## src/rtl/cursor_engine_pkg.sv

```systemverilog
// Shared cursor types for the terminal parser blocks.
// Opcodes, cursor position and scroll request layouts.
package cursor_engine_pkg;

    localparam int CURSOR_W = 8;

    typedef enum logic [3:0] {
        OP_NOP     = 4'd0,
        OP_CUP     = 4'd1,
        OP_CUU     = 4'd2,
        OP_CUD     = 4'd3,
        OP_CUF     = 4'd4,
        OP_CUB     = 4'd5,
        OP_IND     = 4'd6,
        OP_RI      = 4'd7,
        OP_CR      = 4'd8,
        OP_BS      = 4'd9,
        OP_PUT     = 4'd10,
        OP_NEL     = 4'd11,
        OP_SAVE    = 4'd12,
        OP_RESTORE = 4'd13,
        OP_HOME    = 4'd14,
        OP_RSVD    = 4'd15
    } cursor_op_e;

    typedef enum logic {
        SCROLL_UP   = 1'b0,
        SCROLL_DOWN = 1'b1
    } scroll_dir_e;

    typedef struct packed {
        logic [CURSOR_W-1:0] row;
        logic [CURSOR_W-1:0] col;
        logic                wrap;
    } cursor_pos_t;

    typedef struct packed {
        scroll_dir_e         dir;
        logic [CURSOR_W-1:0] lo;
        logic [CURSOR_W-1:0] hi;
    } scroll_req_t;

endpackage

```

## src/rtl/cursor_engine_save_stack.sv

```systemverilog
// LIFO of saved cursor positions (DECSC/DECRC).
// A push while full overwrites the top entry and sets a sticky flag.
module cursor_save_stack
    import cursor_engine_pkg::*;
#(
    parameter int  DEPTH   = 4,
    parameter type entry_t = cursor_pos_t
) (
    input  logic   clk,
    input  logic   rst,
    input  logic   push_i,
    input  logic   pop_i,
    input  entry_t din_i,
    output entry_t top_o,
    output logic   empty_o,
    output logic   overflow_o
);

    localparam int CW = $clog2(DEPTH + 1);

    entry_t         mem_q [1 << CW];
    logic [CW-1:0]  cnt_q;
    logic [CW-1:0]  top_idx;
    logic [CW-1:0]  wr_idx;
    logic           full;
    logic           ovf_q;

    assign full    = (cnt_q == CW'(DEPTH));
    assign empty_o = (cnt_q == '0);
    assign top_idx = cnt_q - CW'(1);
    assign wr_idx  = full ? top_idx : cnt_q;
    assign top_o   = mem_q[top_idx];
    assign overflow_o = ovf_q;

    always_ff @(posedge clk) begin
        if (push_i) begin
            mem_q[wr_idx] <= din_i;
        end
    end

    always_ff @(posedge clk or posedge rst) begin
        if (rst) begin
            cnt_q <= '0;
            ovf_q <= 1'b0;
        end else if (push_i) begin
            if (full) begin
                ovf_q <= 1'b1;
            end else begin
                cnt_q <= cnt_q + CW'(1);
            end
        end else if (pop_i && !empty_o) begin
            cnt_q <= cnt_q - CW'(1);
        end
    end

endmodule

```

## src/rtl/cursor_engine.sv

```systemverilog
// Cursor tracker: moves, deferred autowrap, save stack and
// scroll requests handed to the text-buffer scroller.
module cursor_engine
    import cursor_engine_pkg::*;
#(
    parameter int ROWS       = 30,
    parameter int COLS       = 80,
    parameter int W          = 8,
    parameter int SAVE_DEPTH = 4
) (
    input  logic         clk,
    input  logic         rst,
    input  logic         cmd_valid,
    output logic         cmd_ready,
    input  logic [3:0]   cmd_op,
    input  logic [W-1:0] cmd_arg1,
    input  logic [W-1:0] cmd_arg2,
    input  logic         origin_mode,
    input  logic         auto_wrap,
    input  logic [W-1:0] scroll_top,
    input  logic [W-1:0] scroll_bottom,
    output logic [W-1:0] cur_row,
    output logic [W-1:0] cur_col,
    output logic         wrap_pending,
    output logic         scroll_valid,
    input  logic         scroll_ready,
    output logic         scroll_dir,
    output logic [W-1:0] scroll_lo,
    output logic [W-1:0] scroll_hi,
    output logic         save_overflow,
    output logic         blink_reset
);

    typedef logic [W:0] wide_t;

    typedef struct packed {
        logic [W-1:0] row;
        logic [W-1:0] col;
        logic         wrap;
    } pos_t;

    typedef enum logic {S_IDLE, S_SCROLL} state_e;

    localparam wide_t        ROW_MAX = wide_t'(ROWS - 1);
    localparam wide_t        COL_MAX = wide_t'(COLS - 1);
    localparam logic [W-1:0] ONE     = W'(1);

    function automatic wide_t wmin(input wide_t a, input wide_t b);
        return (a < b) ? a : b;
    endfunction

    state_e       state_q;
    logic         ready_q, svalid_q;
    logic [W-1:0] row_q, row_d, col_q, col_d;
    logic         wrap_q, wrap_d;
    scroll_dir_e  dir_q, dir_d;
    logic [W-1:0] lo_q, hi_q;
    logic         blink_q, blink_d;
    logic         scroll_req, push, pop, accept;
    logic         stk_empty, lf_scroll;
    logic [W-1:0] lf_row, home_row;
    pos_t         top_pos, save_pos;
    cursor_op_e   op;
    wide_t        a1, a2, rw, cl, top_w, bot_w;
    wide_t        n, r, c, floor_w, ceil_w;

    assign op       = cursor_op_e'(cmd_op);
    assign accept   = cmd_valid && ready_q;
    assign save_pos = '{row: row_q, col: col_q, wrap: wrap_q};

    always_comb begin
        a1    = {1'b0, cmd_arg1};
        a2    = {1'b0, cmd_arg2};
        rw    = {1'b0, row_q};
        cl    = {1'b0, col_q};
        top_w = {1'b0, scroll_top};
        bot_w = {1'b0, scroll_bottom};
        n     = (a1 == '0) ? wide_t'(1) : a1;
        r     = (a1 == '0) ? '0 : a1 - wide_t'(1);
        c     = (a2 == '0) ? '0 : a2 - wide_t'(1);
        floor_w = (rw >= top_w) ? top_w : '0;
        ceil_w  = (rw <= bot_w) ? bot_w : ROW_MAX;
        // Line feed motion shared by IND, NEL and wrapping PUT
        lf_scroll = (rw == bot_w);
        lf_row    = (!lf_scroll && rw < ROW_MAX) ? row_q + ONE : row_q;
        home_row  = origin_mode ? scroll_top : '0;

        row_d      = row_q;
        col_d      = col_q;
        wrap_d     = wrap_q;
        dir_d      = SCROLL_UP;
        scroll_req = 1'b0;
        push       = 1'b0;
        pop        = 1'b0;
        blink_d    = 1'b0;

        if (accept) begin
            blink_d = !(op inside {OP_NOP, OP_SAVE, OP_RSVD});
            if (!(op inside {OP_PUT, OP_SAVE, OP_NOP, OP_RSVD}))
                wrap_d = 1'b0;
            unique case (op)
                OP_CUP: begin
                    row_d = origin_mode ? W'(wmin(top_w + r, bot_w))
                                        : W'(wmin(r, ROW_MAX));
                    col_d = W'(wmin(c, COL_MAX));
                end
                OP_CUU: row_d = (rw < floor_w + n) ? W'(floor_w) : W'(rw - n);
                OP_CUD: row_d = W'(wmin(rw + n, ceil_w));
                OP_CUF: col_d = W'(wmin(cl + n, COL_MAX));
                OP_CUB: col_d = (cl < n) ? '0 : W'(cl - n);
                OP_IND: begin
                    row_d      = lf_row;
                    scroll_req = lf_scroll;
                end
                OP_NEL: begin
                    row_d      = lf_row;
                    scroll_req = lf_scroll;
                    col_d      = '0;
                end
                OP_RI: begin
                    if (rw == top_w) begin
                        scroll_req = 1'b1;
                        dir_d      = SCROLL_DOWN;
                    end else if (row_q != '0) begin
                        row_d = row_q - ONE;
                    end
                end
                OP_CR: col_d = '0;
                OP_BS: col_d = (col_q == '0) ? '0 : col_q - ONE;
                OP_PUT: begin
                    if (wrap_q && auto_wrap) begin
                        row_d      = lf_row;
                        scroll_req = lf_scroll;
                        col_d      = ONE;
                        wrap_d     = 1'b0;
                    end else if (cl < COL_MAX) begin
                        col_d  = col_q + ONE;
                        wrap_d = 1'b0;
                    end else begin
                        wrap_d = auto_wrap;
                    end
                end
                OP_SAVE: push = 1'b1;
                OP_RESTORE: begin
                    if (!stk_empty) begin
                        pop    = 1'b1;
                        row_d  = top_pos.row;
                        col_d  = top_pos.col;
                        wrap_d = top_pos.wrap;
                    end else begin
                        row_d = home_row;
                        col_d = '0;
                    end
                end
                OP_HOME: begin
                    row_d = home_row;
                    col_d = '0;
                end
                default: ;
            endcase
        end
    end

    always_ff @(posedge clk or posedge rst) begin
        if (rst) begin
            state_q  <= S_IDLE;
            ready_q  <= 1'b1;
            svalid_q <= 1'b0;
            row_q    <= '0;
            col_q    <= '0;
            wrap_q   <= 1'b0;
            dir_q    <= SCROLL_UP;
            lo_q     <= '0;
            hi_q     <= '0;
            blink_q  <= 1'b0;
        end else begin
            row_q   <= row_d;
            col_q   <= col_d;
            wrap_q  <= wrap_d;
            blink_q <= blink_d;
            unique case (state_q)
                S_IDLE: begin
                    if (scroll_req) begin
                        state_q  <= S_SCROLL;
                        ready_q  <= 1'b0;
                        svalid_q <= 1'b1;
                        dir_q    <= dir_d;
                        lo_q     <= scroll_top;
                        hi_q     <= scroll_bottom;
                    end
                end
                S_SCROLL: begin
                    if (scroll_ready) begin
                        state_q  <= S_IDLE;
                        ready_q  <= 1'b1;
                        svalid_q <= 1'b0;
                    end
                end
                default: state_q <= S_IDLE;
            endcase
        end
    end

    cursor_save_stack #(
        .DEPTH   (SAVE_DEPTH),
        .entry_t (pos_t)
    ) u_stack (
        .clk        (clk),
        .rst        (rst),
        .push_i     (push),
        .pop_i      (pop),
        .din_i      (save_pos),
        .top_o      (top_pos),
        .empty_o    (stk_empty),
        .overflow_o (save_overflow)
    );

    assign cmd_ready    = ready_q;
    assign scroll_valid = svalid_q;
    assign scroll_dir   = dir_q;
    assign scroll_lo    = lo_q;
    assign scroll_hi    = hi_q;
    assign cur_row      = row_q;
    assign cur_col      = col_q;
    assign wrap_pending = wrap_q;
    assign blink_reset  = blink_q;

endmodule

```

## config.mk

```make
export PLATFORM = sky130hd
export DESIGN_NAME = cursor_engine
export DESIGN_NICKNAME = d
export VERILOG_FILES = /design/src/rtl/cursor_engine_pkg.sv /design/src/rtl/cursor_engine_save_stack.sv /design/src/rtl/cursor_engine.sv
export SDC_FILE = /design/constraint.sdc
export NUM_CORES = 1
export LEC_CHECK = 0
export CORE_ASPECT_RATIO = 0.8
export CORE_UTILIZATION = 35
export DETAILED_ROUTE_END_ITERATION = 12
export PLACE_DENSITY = 0.52
export SETUP_SLACK_MARGIN = 0.1
export SYNTH_ARGS = -nofsm -noshare
export SYNTH_HDL_FRONTEND = slang
export SYNTH_SLANG_ARGS = --single-unit
```

## constraint.sdc

```tcl
create_clock -name clk -period 6.51 [get_ports clk]
set_clock_uncertainty 0.2 [all_clocks]
set_input_delay 1.302 -clock clk [delete_from_list [all_inputs] [get_ports clk]]
set_output_delay 1.302 -clock clk [all_outputs]
set_load 0.005 [all_outputs]
```

==> metrics.txt <==
fin area=0.0142 mm²; # diodes=0; DRC viols=0; Non-Filler Instances=1645; max-slew headroom at the worst pin=0.263; Worst Setup Start Kind=input pin; Worst setup EP type=register; routed len/inst=about 23 µm; GPL Wtd Cong=0.950; Avg Cell Area, Syn=between 10 and 15 µm²; Die Span Y=168 µm; CP max stage delay=0.49 ns; area grow syn2layout=17.9%; initial antenna violation count=0; CTS max path bufs=2; Tot GR Track Use=0.218; fillers=roughly 3200; synthesized flop and latch total=between 150 and 200; total power=2.52 mW; CP max FO=4; drt total wl=37400 µm; Reg-to-Reg End=cur_row[6]; grt total ovfl=0; Tcrit/Tclk final=0.926; CTS H-tree depth=4; Mapped Nets=1240; footprint of the multi-input gates=0.00650 mm²; Antenna Violating Nets Remaining=0; Slew @ Worst Pin=1.10 ns; fmax=around 0.17 GHz; WHS=0.286 ns; most frequent cells in the layout=136 x edfxtp_1, 101 x ha_1, 79 x clkdlybuf4s50_1; fraction of layout cells with a size suffix above 1=0.129; CTS buffer count=17; cells along the critical path=clkdlybuf4s50_1 -> inv_1 -> ha_1 -> or4b_1 -> nor4_2 -> or2_2 -> ha_1 -> fa_1 -> nor2b_1 -> o21bai_1 -> nand2_1 -> xnor2_1 -> ha_1 -> and3_1 -> a221oi_2 -> nor2_1 -> a2111oi_1 -> o311a_1 -> mux2i_1 -> o211ai_1 -> o32a_1; # Max-Cap Violations=0; Post-DP Area=0.0136 mm²; Setup CP Type=input pin to register; slowest cell on the critical path=clkdlybuf4s50_1; post-DR vias/cell=5.65; hpwl dp=27500 µm; CTS tree=done; Iteration-0 DRC Markers=698; FF-to-FF Start=cur_row[0]; DIE WIDTH=209 µm; placed cells=1613; row count=60; Final Setup Violations=0; RSZ-0062 raised after global routing=false; Pre-Repair DR Iteration Count=5; mapped cell area=0.0120 mm²; Yosys cell types=88; Final Max Tran Viols=0; crit path time final=between 6 and 7 ns; commonest non-fill, non-tap cell in the layout=edfxtp_1; Reg2Reg Depth=23; Hold/Removal Path Class=register to register; Worst Hold Endpoint=scroll_valid; Initial Utilization=0.357; Top cell by count, worst path=ha_1; yosys warns=0; first-pass GRT wire length=56900 µm; sequential fraction of the synthesis area=0.427; min-delay src=scroll_valid; dominant synthesized flop cell=edfxtp_1; vias=9288; final hold violation count=0; worst hold stages=1; status=completed; R2R Setup Slk=1.37 ns; Worst-path clk slew=~0.08 ns; IO Pins=80; worst vdd ir=0.156 mV; worst endpoint data arrival time=6.16 ns; Top Family by Delay on Critical Path=compound AO/OA/AOI/OAI gates; Final nets=1348; Core Region=0.0337 mm²; Async SR Flop Fraction=0.236; leakage=5.92 nW; DIE AREA=0.0351 mm²; Crit path required time=6.64 ns; largest net degree at the start of global routing=45; Cells after Synth=1090; pwr/cell area=178 mW/mm²; CTS sink cnt=~180; Bufs and invs on worst path=2; Port Buffers=79; Seq. cell area=just over 0.005 mm²; EDFF count, synth=136; hold_buf cts=0; number of global-route vias before repair=9211; cell at the root of the clock tree=clkbuf_16; clock latency on the worst-skew pair=0.44 ns
==> worst max-delay path by stage <==
stage / start / to / slack [ns] / cells past startpoint
6_report: cmd_arg1[1] / cur_row[5] / 0.48 / 21
5_1_grt: scroll_top[2] / cur_row[1] / 0.13 / 24
4_1_cts: cmd_arg1[1] / cur_row[5] / 0.44 / 21
3_5_place_dp: cmd_arg1[1] / cur_row[5] / -0.03 / 21
3_3_place_gp: cmd_arg1[1] / cur_row[6] / 0.09 / 21
2_1_floorplan: cmd_arg1[1] / cur_row[1] / 0.62 / 20
==> where the power goes <==
part           internal (mW)  switching [mW]  total (mW)  leakage (nW)
sequential              1.21               0        1.21          2.10
clock                  0.515           0.484       0.999         0.272
combinational          0.131           0.186       0.318          3.56
total                   1.85           0.670        2.52          5.92
==> state kept, by name (all words and copies together) (netlist names) <==
signal              count
scroll_dir              1
scroll_hi               8
cur_row                 8
scroll_valid            1
u_stack.cnt_q           3
u_stack.mem_q         136
blink_reset             1
state_q                 1
u_stack.overflow_o      1
wrap_pending            1
scroll_lo               8
cur_col                 8
cmd_ready               1
==> synthesized netlist by cell type, drive strengths merged, types with 20 or more instances <==
library cell	count	area share
edfxtp	136	0.34
ha	101	0.11
nand2	69	0.022
a21oi	68	0.029
inv	64	0.020
nor2	57	0.018
o21ai	50	0.021
dfrtp	41	0.085
nor3	38	0.017
mux4	34	0.064
clkbuf	30	0.0094
xnor2	30	0.022
mux2i	29	0.024
nand3	29	0.012
mux2	20	0.019
==> through the flow <==
step,utilization,setup slack [ns],setup TNS (ns)
6_report,0.421,0.481,0
5_1_grt,0.421,0.125,0
4_1_cts,0.420,0.436,0
3_5_place_dp,0.404,-0.0308,-0.0496
3_3_place_gp,0.404,0.0868,0
2_1_floorplan,-,0.619,0
==> final cells by class <==
cell class / count / share of cell area
Multi-Input combinational cell: 803 / 0.458
Tap cell: 434 / 0.0383
Timing Repair Buffer: 134 / 0.0849
Clock inverter: 12 / 0.00820
Inverter: 64 / 0.0169
Sequential cell: 178 / 0.362
Clock buffer: 20 / 0.0315
==> layer usage <==
metal / vias to the layer above / wire (µm) / GRT usage / part of all wire
li1: 4372 / - / - / -
met1: 4583 / 17800 / 0.316 / 0.48
met2: 297 / 16200 / 0.325 / 0.43
met3: 36 / 2820 / 0.0532 / 0.075
met4: 0 / 619 / 0.0550 / 0.017
met5: - / 0 / 0 / 0
==> repair_timing <==
action,in CTS,in global routing
buffers inserted,0,0
setup endpoints to repair,0,4
gates resized for setup,0,3
==> cell families after synthesis <==
kind of cell | Yosys count | share of synthesized area
and+or+nand+nor | 297 | 0.128
DFF | 178 | 0.427
adders and majority gates | 109 | 0.118
AOI/OAI and AO/OA | 269 | 0.152
xor gates and xnor gates | 45 | 0.0328
buffers and inverters | 109 | 0.0367
muxes | 83 | 0.106
No activity file was read; power rests on OpenSTA's default activity.
